**src/rtl/spi_ram_pkg.sv**
```systemverilog
// Shared types and constants for the SPI-to-RAM subsystem.
// FSM state encoding, RAM opcode values and default word widths.
package spi_ram_pkg;

   localparam int FRAME_W_DEF = 10;
   localparam int DATA_W_DEF  = 8;

   typedef enum logic [2:0] {
      IDLE,
      CHK_CMD,
      WRITE,
      READ_ADD,
      READ_DATA
   } state_t;

   localparam logic [1:0] OP_WR_ADDR = 2'b00;
   localparam logic [1:0] OP_WR_DATA = 2'b01;
   localparam logic [1:0] OP_RD_ADDR = 2'b10;
   localparam logic [1:0] OP_RD_DATA = 2'b11;

endpackage

```
**src/rtl/spi_shift_reg.sv**
```systemverilog
// MSB-first shift register with a down-counting bits-remaining counter; one bit per enabled edge.
// Shifting stops when the counter reaches zero; clear beats load, load beats arm, arm beats shift.
module spi_shift_reg #(
   parameter int W     = 8,
   parameter int CNT_W = $clog2(W + 1)
) (
   input  logic             clk,
   input  logic             rst_n,
   input  logic             clr_i,
   input  logic             arm_i,
   input  logic             load_i,
   input  logic [W-1:0]     load_dat_i,
   input  logic             shift_i,
   input  logic             ser_i,
   output logic [W-1:0]     par_o,
   output logic             ser_o,
   output logic [CNT_W-1:0] cnt_o
);

   localparam logic [CNT_W-1:0] CNT_FULL = CNT_W'(W);

   logic [W-1:0]     sr_q;
   logic [CNT_W-1:0] cnt_q;

   // arm restarts the count without disturbing the held data word
   always_ff @(posedge clk or negedge rst_n) begin
      if (!rst_n) begin
         sr_q  <= '0;
         cnt_q <= '0;
      end else if (clr_i) begin
         cnt_q <= '0;
      end else if (load_i) begin
         sr_q  <= load_dat_i;
         cnt_q <= CNT_FULL;
      end else if (arm_i) begin
         cnt_q <= CNT_FULL;
      end else if (shift_i && (cnt_q != '0)) begin
         sr_q  <= {sr_q[W-2:0], ser_i};
         cnt_q <= cnt_q - 1'b1;
      end
   end

   assign par_o = sr_q;
   assign ser_o = sr_q[W-1];
   assign cnt_o = cnt_q;

endmodule

```
**src/rtl/spi_slave.sv**
```systemverilog
// SPI slave: MOSI frames -> FRAME_W command words with a one-cycle rx_valid; RAM read data -> MISO.
// SS_n high aborts anything in flight. Define SPI_OPCODE_CHECK_EN to add opcode_err and opcode checking.
module spi_slave
   import spi_ram_pkg::*;
#(
   parameter int FRAME_W = FRAME_W_DEF,
   parameter int DATA_W  = DATA_W_DEF
) (
   input  logic               clk,
   input  logic               rst_n,
   input  logic               SS_n,
   input  logic               MOSI,
   output logic               MISO,
   output logic [FRAME_W-1:0] rx_data,
   output logic               rx_valid,
   input  logic [DATA_W-1:0]  tx_data,
   input  logic               tx_valid
`ifdef SPI_OPCODE_CHECK_EN
   ,
   output logic               opcode_err
`endif
);

   localparam int RX_CNT_W = $clog2(FRAME_W + 1);
   localparam int TX_CNT_W = $clog2(DATA_W + 1);

   state_t              state_q;
   logic                rd_addr_seen_q;
   logic                done_q;
   logic                rx_valid_q;
   logic                wait_tx_q;
   logic                miso_q;

   logic [FRAME_W-1:0]  rx_par;
   logic                rx_ser;
   logic [RX_CNT_W-1:0] rx_cnt;
   logic [DATA_W-1:0]   tx_par;
   logic                tx_msb;
   logic [TX_CNT_W-1:0] tx_cnt;

   logic rx_arm, rx_shift, last_bit, op_ok;
   logic tx_load, tx_shift;

   always_comb begin
      rx_arm   = (state_q == CHK_CMD) && !SS_n;
      rx_shift = ((state_q == WRITE) || (state_q == READ_ADD) || (state_q == READ_DATA)) && !SS_n;
      last_bit = rx_shift && (rx_cnt == RX_CNT_W'(1));
      tx_shift = (state_q == READ_DATA) && !SS_n;
      tx_load  = tx_shift && wait_tx_q && tx_valid;
   end

`ifdef SPI_OPCODE_CHECK_EN
   logic [1:0] opcode;
   logic       err_q;
   logic       opcode_err_q;

   // opcode sits one position below the top until the final bit shifts in
   assign opcode = rx_par[FRAME_W-2 -: 2];

   always_comb begin
      op_ok = 1'b1;
      case (state_q)
         WRITE:     op_ok = (opcode == OP_WR_ADDR) || (opcode == OP_WR_DATA);
         READ_ADD:  op_ok = (opcode == OP_RD_ADDR);
         READ_DATA: op_ok = (opcode == OP_RD_DATA);
         default:   op_ok = 1'b1;
      endcase
   end

   always_ff @(posedge clk or negedge rst_n) begin
      if (!rst_n) begin
         err_q        <= 1'b0;
         opcode_err_q <= 1'b0;
      end else begin
         err_q        <= last_bit && !op_ok;
         opcode_err_q <= err_q;
      end
   end

   assign opcode_err = opcode_err_q;
`else
   assign op_ok = 1'b1;
`endif

   always_ff @(posedge clk or negedge rst_n) begin
      if (!rst_n) begin
         state_q        <= IDLE;
         rd_addr_seen_q <= 1'b0;
         done_q         <= 1'b0;
         rx_valid_q     <= 1'b0;
         wait_tx_q      <= 1'b0;
         miso_q         <= 1'b0;
      end else begin
         done_q     <= last_bit && op_ok;
         rx_valid_q <= done_q;
         miso_q     <= (tx_shift && (tx_cnt != '0)) ? tx_msb : 1'b0;

         if (SS_n) begin
            state_q   <= IDLE;
            wait_tx_q <= 1'b0;
         end else begin
            case (state_q)
               IDLE:    state_q <= CHK_CMD;
               CHK_CMD: state_q <= !MOSI ? WRITE : (rd_addr_seen_q ? READ_DATA : READ_ADD);
               default: state_q <= state_q;
            endcase
            // response window opens together with the rx_valid strobe
            if (done_q && (state_q == READ_DATA))
               wait_tx_q <= 1'b1;
            else if (tx_load)
               wait_tx_q <= 1'b0;
         end

         if (last_bit && op_ok) begin
            if (state_q == READ_ADD)
               rd_addr_seen_q <= 1'b1;
            else if (state_q == READ_DATA)
               rd_addr_seen_q <= 1'b0;
         end
      end
   end

   spi_shift_reg #(.W(FRAME_W), .CNT_W(RX_CNT_W)) u_rx_sr (
      .clk        (clk),
      .rst_n      (rst_n),
      .clr_i      (SS_n),
      .arm_i      (rx_arm),
      .load_i     (1'b0),
      .load_dat_i ('0),
      .shift_i    (rx_shift),
      .ser_i      (MOSI),
      .par_o      (rx_par),
      .ser_o      (rx_ser),
      .cnt_o      (rx_cnt)
   );

   spi_shift_reg #(.W(DATA_W), .CNT_W(TX_CNT_W)) u_tx_sr (
      .clk        (clk),
      .rst_n      (rst_n),
      .clr_i      (SS_n),
      .arm_i      (1'b0),
      .load_i     (tx_load),
      .load_dat_i (tx_data),
      .shift_i    (tx_shift),
      .ser_i      (1'b0),
      .par_o      (tx_par),
      .ser_o      (tx_msb),
      .cnt_o      (tx_cnt)
   );

   logic unused_bits;
   assign unused_bits = ^{rx_ser, tx_par};

   assign MISO     = miso_q;
   assign rx_data  = rx_par;
   assign rx_valid = rx_valid_q;

endmodule

```
**config.mk**
```make
export PLATFORM = sky130hd
export DESIGN_NAME = spi_slave
export DESIGN_NICKNAME = d
export VERILOG_FILES = /design/src/rtl/spi_ram_pkg.sv /design/src/rtl/spi_shift_reg.sv /design/src/rtl/spi_slave.sv
export SDC_FILE = /design/constraint.sdc
export NUM_CORES = 1
export LEC_CHECK = 0
export CAP_MARGIN = 25
export CELL_PAD_IN_SITES_DETAIL_PLACEMENT = 1
export CELL_PAD_IN_SITES_GLOBAL_PLACEMENT = 2
export CORE_MARGIN = 4
export CORE_UTILIZATION = 38
export DETAILED_ROUTE_END_ITERATION = 8
export PLACE_DENSITY = 0.83
export SYNTH_ARGS = -nofsm -noshare
export SYNTH_HDL_FRONTEND = slang
export SYNTH_SLANG_ARGS = --single-unit
```
**constraint.sdc**
```tcl
create_clock -name clk -period 4.5 [get_ports clk]
set_clock_uncertainty 0.15 [all_clocks]
set_input_delay 0.675 -clock clk [delete_from_list [all_inputs] [get_ports clk]]
set_output_delay 0.675 -clock clk [all_outputs]
set_load 0.05 [all_outputs]
```
==> qor.yml, run 1 <==
worst_setup_path:
  end_kind: "flip-flop"
  crit_end: "u_tx_sr.cnt_o[1]$_DFFE_PN0P_"
  reg2reg_from: "u_rx_sr.cnt_o[0]$_DFFE_PN0P_"
  startpoint: "SS_n"
  rrSetupSlack_ns: 2.37
  critPathArrivalTime_ns: 2.84
  path_class: "input pin to flip-flop"
  critPathMaxFanout: 15
  rr_worst_depth: 6
  start_kind: "input pin"
  reg2reg_to: "u_rx_sr.cnt_o[1]$_DFFE_PN0P_"
  cp.required_ns: 4.54
yosys:
  yosysMostFrequentCell: "dfrtp_1"
  synth_xor_area_share_pct: 2.12
  synthDistinctLibCells: 42
  synthSimpleGateAreaFrac_pct: 13.9
  muxShareOfSynthArea_pct: 12.4
  synth-edff-count: 0
  synth-adder-area-share_pct: 3.79
  synth_common_cells: "34 x dfrtp_1, 12 x mux2_2, 11 x nand2_1"
  netlist_top_cells_area: "dfrtp_1 51%, mux2_2 8.2%, mux2i_1 4.2%"
  avgSynthCellArea_um2: 12.1
  yosysWarnings: 0
  synth_flop_cell: "dfrtp_1"
  syn_area_um2: 1650
  synth_top_area_cell: "dfrtp_1"
  async_flop_share_pct: 100
  syn-num-nets: 155
  synth_top_family_by_area: "simple AND/OR/NAND/NOR gates"
  synth_compound_area_share_pct: 11.6
  synth_top_area_share_pct: 51.5
  synthCells: 137
  ys_seq_elements: 34
  synth-seq-area-share_pct: 51.5
route:
  drcViolationCount: 0
  ant_nets: 0
  via_per_inst: 5.25
  drt-total-wl_mm: 3.35
  wl_met1_mm: 1.46
  wl_met3_um: 178
  drtIter0Drc: 38
  vias: 1119
  top_layer: "met4"
  post_drt_wl_per_cell_um: 15.7
  wl_met2_mm: 1.66
  drtPass1Iterations: 3
clock_tree:
  htreeDepth: 2
  cts_buffers: 5
  clockRootBuffer: "clkbuf_8"
  cts_tree: "done"
  postCtsResizedCells: 0
  cts_buffer_depth: 2
  clkSinkCount: 34
  clk_pin_slew_ns: 0.06
  insertion_delay_ns: 0.28
  cts_setup_buffers: 0
  ctsHoldBuffers: 0
final_layout:
  drive_above_1_share_pct: 17.8
  finish.utilization_pct: 48.3
  final_cells: 213
  diodes: 0
  nets: 181
  syn_to_final_growth_pct: 20.2
die:
  die_height_um: 74.0
  rows: 23
  io_pins: 25
  die-width_um: 74.0
  core_area_um2: 4120
  dieArea_um2: 5470
  initial_core_util_pct: 40.2
placed_design:
  port-buffer-count: 24
  gp_congestion: 0.794
  dp.cells: 206
  dp_slack_ns: 1.39
  dp_hpwl_mm: 2.41
run_status:
  outcome: "finished clean"
sta:
  clock.fmax_mhz: 358
  slew_viol_final: 0
  hold_violations: 0
  worst_slew_pin_slew_ns: 0.785
  final-setup-viol-count: 0
  relSlewSlack_pct: 47.5
  setup_ws_ns: 1.71
  rsz0062_at_grt: "false"
  fin_setup_tns_ns: 0
  period_share_pct: 62.1
  layout_min_cycle_time_ns: 2.79
hold_path:
  worstHoldStart: "done_q$_DFF_PN0_"
  hold_path.class: "flip-flop to flip-flop"
global_route:
  grt_remaining_overflow: 0
  grtUsageTotal_pct: 14.3
  grt_pass1_vias: 1283
  grt_max_degree: 35
  antenna_found_initial: 0
  grt_pass1_wl_mm: 5.89
power:
  powerDensity_nw_per_um2: 420
  power_leakage_nw: 0.840
  irDropWorstVdd_v: 0.000413
job:
  maxCapViolCount: 0
## placed cells by master (no fill, tap or decap), types with 2 or more instances in the layout
| cell | synthesis | final |
|---|---|---|
| nor2_1 | 7 | 7 |
| nand2b_1 | 2 | 2 |
| mux2i_1 | 7 | 7 |
| a21oi_1 | 4 | 4 |
| dfrtp_1 | 34 | 34 |
| clkdlybuf4s50_1 | 0 | 24 |
| ha_1 | 5 | 5 |
| xnor2_1 | 2 | 2 |
| o211ai_1 | 2 | 2 |
| nor3_1 | 4 | 4 |
| a211oi_1 | 2 | 2 |
| clkbuf_1 | 1 | 2 |
| nand2_1 | 11 | 11 |
| inv_1 | 7 | 7 |
| nand3_1 | 2 | 2 |
| o21ai_0 | 2 | 2 |
| clkbuf_8 | 0 | 5 |
| xor2_1 | 2 | 2 |
| mux2_2 | 12 | 12 |
| o21ai_2 | 2 | 2 |
| o21ai_1 | 5 | 5 |
## power by group
group / switching (W) / leakage [nW] / internal, W / total [W]
Combinational: 0.000151 / 0.342 / 0.000100 / 0.000251
Sequential: 0.0000362 / 0.460 / 0.000341 / 0.000377
Clock: 0.0000992 / 0.0383 / 0.000106 / 0.000205
Total: 0.000286 / 0.840 / 0.000548 / 0.000834
## flip-flops by register name, summed over array words and instances, names as in the netlist
register        flops
wait_tx_q           1
u_tx_sr.cnt_o       4
u_tx_sr.par_o       8
u_rx_sr.par_o      10
MISO                1
rd_addr_seen_q      1
state_q             3
done_q              1
u_rx_sr.cnt_o       4
rx_valid            1
## critical path, stage by stage
cell and delay, ns:
clkdlybuf4s50_1 0.80, nor4b_4 0.53, o31a_4 0.34, mux2_2 0.36
nor3_1 0.12
## area by class of cell
type,instances,area (um2)
fill,439,2130
inverter,7,26.3
tap,50,62.6
multi-input combinational,90,723
sequential,34,851
clock buffer,7,76.3
timing repair buffer,25,248
## stage by stage
step           cell area (um2)  total power, W  hold slack [ns]
2_1_floorplan             1650        0.000547            0.204
3_3_place_gp              1910        0.000626            0.220
3_5_place_dp              1910        0.000636            0.229
4_1_cts                   1990        0.000848            0.244
5_1_grt                   1990        0.000884            0.250
6_report                  1990        0.000834            0.237
## how the worst min path moves through the flow
stage | endpoint | slack (ns) | cells after the start
after floorplan | rx_valid$_DFF_PN0_ | 0.20 | 0
after global placement | rx_valid$_DFF_PN0_ | 0.22 | 0
after detailed placement | rx_valid$_DFF_PN0_ | 0.23 | 0
after CTS | rx_valid$_DFF_PN0_ | 0.24 | 0
after global routing | rx_valid$_DFF_PN0_ | 0.25 | 0
final | rx_valid$_DFF_PN0_ | 0.24 | 0
## logic make-up after synthesis
kind of cell / count (synthesis)
multiplexers: 19
adder cells (fa/ha/maj): 5
flip-flops: 34
AND/OR/NAND/NOR: 36
XOR/XNOR: 4
buffers and inverters: 13
AO/OA/AOI/OAI: 26
## per-layer routing
| metal | global-route usage [%] | up-vias |
|---|---|---|
| met5 | 0 | - |
| met4 | 5.43 | 0 |
| met3 | 5.41 | 6 |
| met2 | 23.5 | 23 |
| met1 | 16.9 | 561 |
| li1 | - | 529 |
(Power assumes the default switching activity.)
==> run 2: changes to the inputs <==
- CORE_UTILIZATION: 38 -> 32
- PLACE_DENSITY: 0.83 -> 0.75
- clock period: 4.5 -> 2.4 ns (I/O delays scaled with it)
==> qor.yml, run 2 (synthesized netlist as in run 1, its figures left out) <==
route:
  drcViolationCount: 0  # unchanged
  vias: 1112  # -0.63%
  via_per_inst: 4.71  # -10%
  drtIter0Drc: 60  # +58%
  drtPass1Iterations: 4  # +1
  post_drt_wl_per_cell_um: 13.9  # -11%
  ant_nets: 0  # unchanged
  drt-total-wl_mm: 3.29  # -1.9%
worst_setup_path:
  reg2reg_to: "u_rx_sr.cnt_o[1]$_DFFE_PN0P_"
  reg2reg_from: "u_rx_sr.cnt_o[0]$_DFFE_PN0P_"
  critPathArrivalTime_ns: 2.16  # -0.68 ns
  path_buf_inv: 1  # unchanged
  path_cells: "inv_1, ha_1, or3b_2, o21ai_2, mux2_2, a21oi_1"
  worst-path-stages: 6  # +1
  rrSetupSlack_ns: 0.29  # -2.08 ns
  startpoint: "u_rx_sr.cnt_o[0]$_DFFE_PN0P_"
  rr_worst_depth: 6  # unchanged
  critPathMaxStageDelay_ns: 0.49  # -0.31 ns
  cpLargestDelayFamily: "simple AND/OR/NAND/NOR gates"
  crit_end: "u_rx_sr.cnt_o[1]$_DFFE_PN0P_"
  cp_slowest_cell: "or3b_2"
  path_class: "flip-flop to flip-flop"
  start_kind: "flip-flop"
  critPathMaxFanout: 4  # -11
  cp.required_ns: 2.45  # -2.09 ns
  end_kind: "flip-flop"
die:
  dieArea_um2: 6380  # +17%
  io_pins: 25  # unchanged
  die_height_um: 79.9  # +8.0%
  core_area_um2: 4850  # +18%
  die-width_um: 79.9  # +8.0%
  initial_core_util_pct: 34.1  # -6.1 points
  rows: 25  # +8.7%
clock_tree:
  cts_setup_buffers: 0  # unchanged
  postCtsResizedCells: 0  # unchanged
  clockRootBuffer: "clkbuf_8"
  cts_buffers: 5  # unchanged
  htreeDepth: 2  # unchanged
  cts_buffer_depth: 2  # unchanged
  cts_tree: "done"
  insertion_delay_ns: 0.28  # about the same
  ctsHoldBuffers: 0  # unchanged
  clk_pin_slew_ns: 0.07  # about the same
  clkSinkCount: 34  # unchanged
job:
  maxCapViolCount: 0  # unchanged
power:
  power_leakage_nw: 0.881  # +4.8%
  p_comb_share_pct: 28.2  # -1.9 points
  p_sw_share_pct: 32.6  # -1.7 points
  p_total_w: 0.00169  # +100%
  irDropWorstVdd_v: 0.000367  # -11%
  power_frac_clock_pct: 30.2  # +5.5 points
  p_int_w: 0.00114  # +110%
  powerDensity_nw_per_um2: 816  # +95%
  power_frac_seq_pct: 41.6  # -3.7 points
  switchingPower_w: 0.000552  # +93%
global_route:
  antenna_found_initial: 0  # unchanged
  grt_pass1_vias: 1258  # -1.9%
  grt_pass1_wl_mm: 5.95  # +1.2%
  grt_max_degree: 35  # unchanged
  grtUsageTotal_pct: 12.0  # -2.2 points
  grt_remaining_overflow: 0  # unchanged
sta:
  worst_slew_pin_slew_ns: 0.499  # -0.286 ns
  slew_viol_final: 0  # unchanged
  rsz0062_at_grt: "false"
  hold_violations: 0  # unchanged
  fin_setup_tns_ns: 0  # unchanged
  period_share_pct: 88.0
  final-setup-viol-count: 0  # unchanged
  clock.fmax_mhz: 474
  relSlewSlack_pct: 66.6  # +19 points
  layout_min_cycle_time_ns: 2.11
final_layout:
  layout_commonest_cell: "dfrtp_1"
  num-fill-cells: 540  # +23%
  postLayoutCellArea_um2: 2080  # +4.5%
  multi_input_area_um2: 723  # unchanged
  seq_area_um2: 851  # unchanged
  drive_above_1_share_pct: 20.7  # +2.9 points
  largest_reg_flops: 10  # unchanged
  layout_common_cells: "34 x dfrtp_1, 24 x clkdlybuf4s50_1, 12 x mux2_2, 11 x nand2_1"
  final_cells: 236  # +11%
  nets: 186  # +2.8%
  finish.utilization_pct: 42.8  # -5.5 points
  diodes: 0  # unchanged
  syn_to_final_growth_pct: 25.6
placed_design:
  dp.cells: 228  # +11%
  port-buffer-count: 24  # unchanged
  dp_hpwl_mm: 2.48  # +3.0%
  gp_congestion: 0.764  # -3.9%
  dpl_cell_area_um2: 1970  # +3.1%
hold_path:
  hold_depth: 0  # unchanged
  hold_path.class: "flip-flop to flip-flop"
run_status:
  outcome: "finished clean"
run 2: cell count changes in the layout (fill, tap and decap cells not counted), sizes merged:
cell,before,now
buf,1,6
bufinv,0,1
run 2: final cells by class:
| class | instances | share of cell area (%) |
|---|---|---|
| inverters | 7 | 1.27 |
| repair buffers | 30 | 13.7 |
| multi-input cells | 90 | 34.8 |
| well taps | 67 | 4.04 |
| clock buffers | 7 | 3.68 |
| flip-flops and latches | 34 | 41.0 |
| clock inverters | 1 | 1.45 |
run 2: worst min path at each step:
| stage | from | endpoint |
|---|---|---|
| 6_report | done_q$_DFF_PN0_ | rx_valid$_DFF_PN0_ |
| 3_5_place_dp | done_q$_DFF_PN0_ | rx_valid$_DFF_PN0_ |
| 5_1_grt | done_q$_DFF_PN0_ | rx_valid$_DFF_PN0_ |
| 3_3_place_gp | done_q$_DFF_PN0_ | rx_valid$_DFF_PN0_ |
| 2_1_floorplan | rst_n | MISO$_DFF_PN0_ |
| 4_1_cts | done_q$_DFF_PN0_ | rx_valid$_DFF_PN0_ |
run 2: routing by layer:
| metal | global-route usage (%) | part of all wire [%] | vias up | routed length (um) |
|---|---|---|---|---|
| li1 | - | - | 537 | - |
| met1 | 13.8 | 42 | 557 | 1390 |
| met2 | 21.0 | 54 | 16 | 1780 |
| met3 | 4.18 | 3.3 | 2 | 108 |
| met4 | 3.55 | 0.24 | 0 | 8 |
| met5 | 0 | 0 | - | 0 |
run 2: power groups by stage:
stage	Sequential, W	Clock [W]	Combinational (W)
2_1_floorplan	0.000848	0	0.000177
3_3_place_gp	0.000710	0	0.000470
3_5_place_dp	0.000716	0	0.000484
4_1_cts	0.000705	0.000536	0.000484
5_1_grt	0.000715	0.000561	0.000512
6_report	0.000705	0.000512	0.000477
run 2: through the flow:
stage / worst slack [ns] / hold WS, ns
3_5_place_dp: 0.195 / 0.228
4_1_cts: 0.268 / 0.244
2_1_floorplan: 0.452 / -0.0856
3_3_place_gp: 0.231 / 0.222
5_1_grt: 0.212 / 0.252
6_report: 0.289 / 0.235
run 2: worst register-to-register path, cell delays in order, from the launching register on:
cell and delay [ns]:
dfrtp_1 0.42, inv_1 0.12, ha_1 0.15, or3b_2 0.49, o21ai_2 0.18, mux2_2 0.38
a21oi_1 0.15
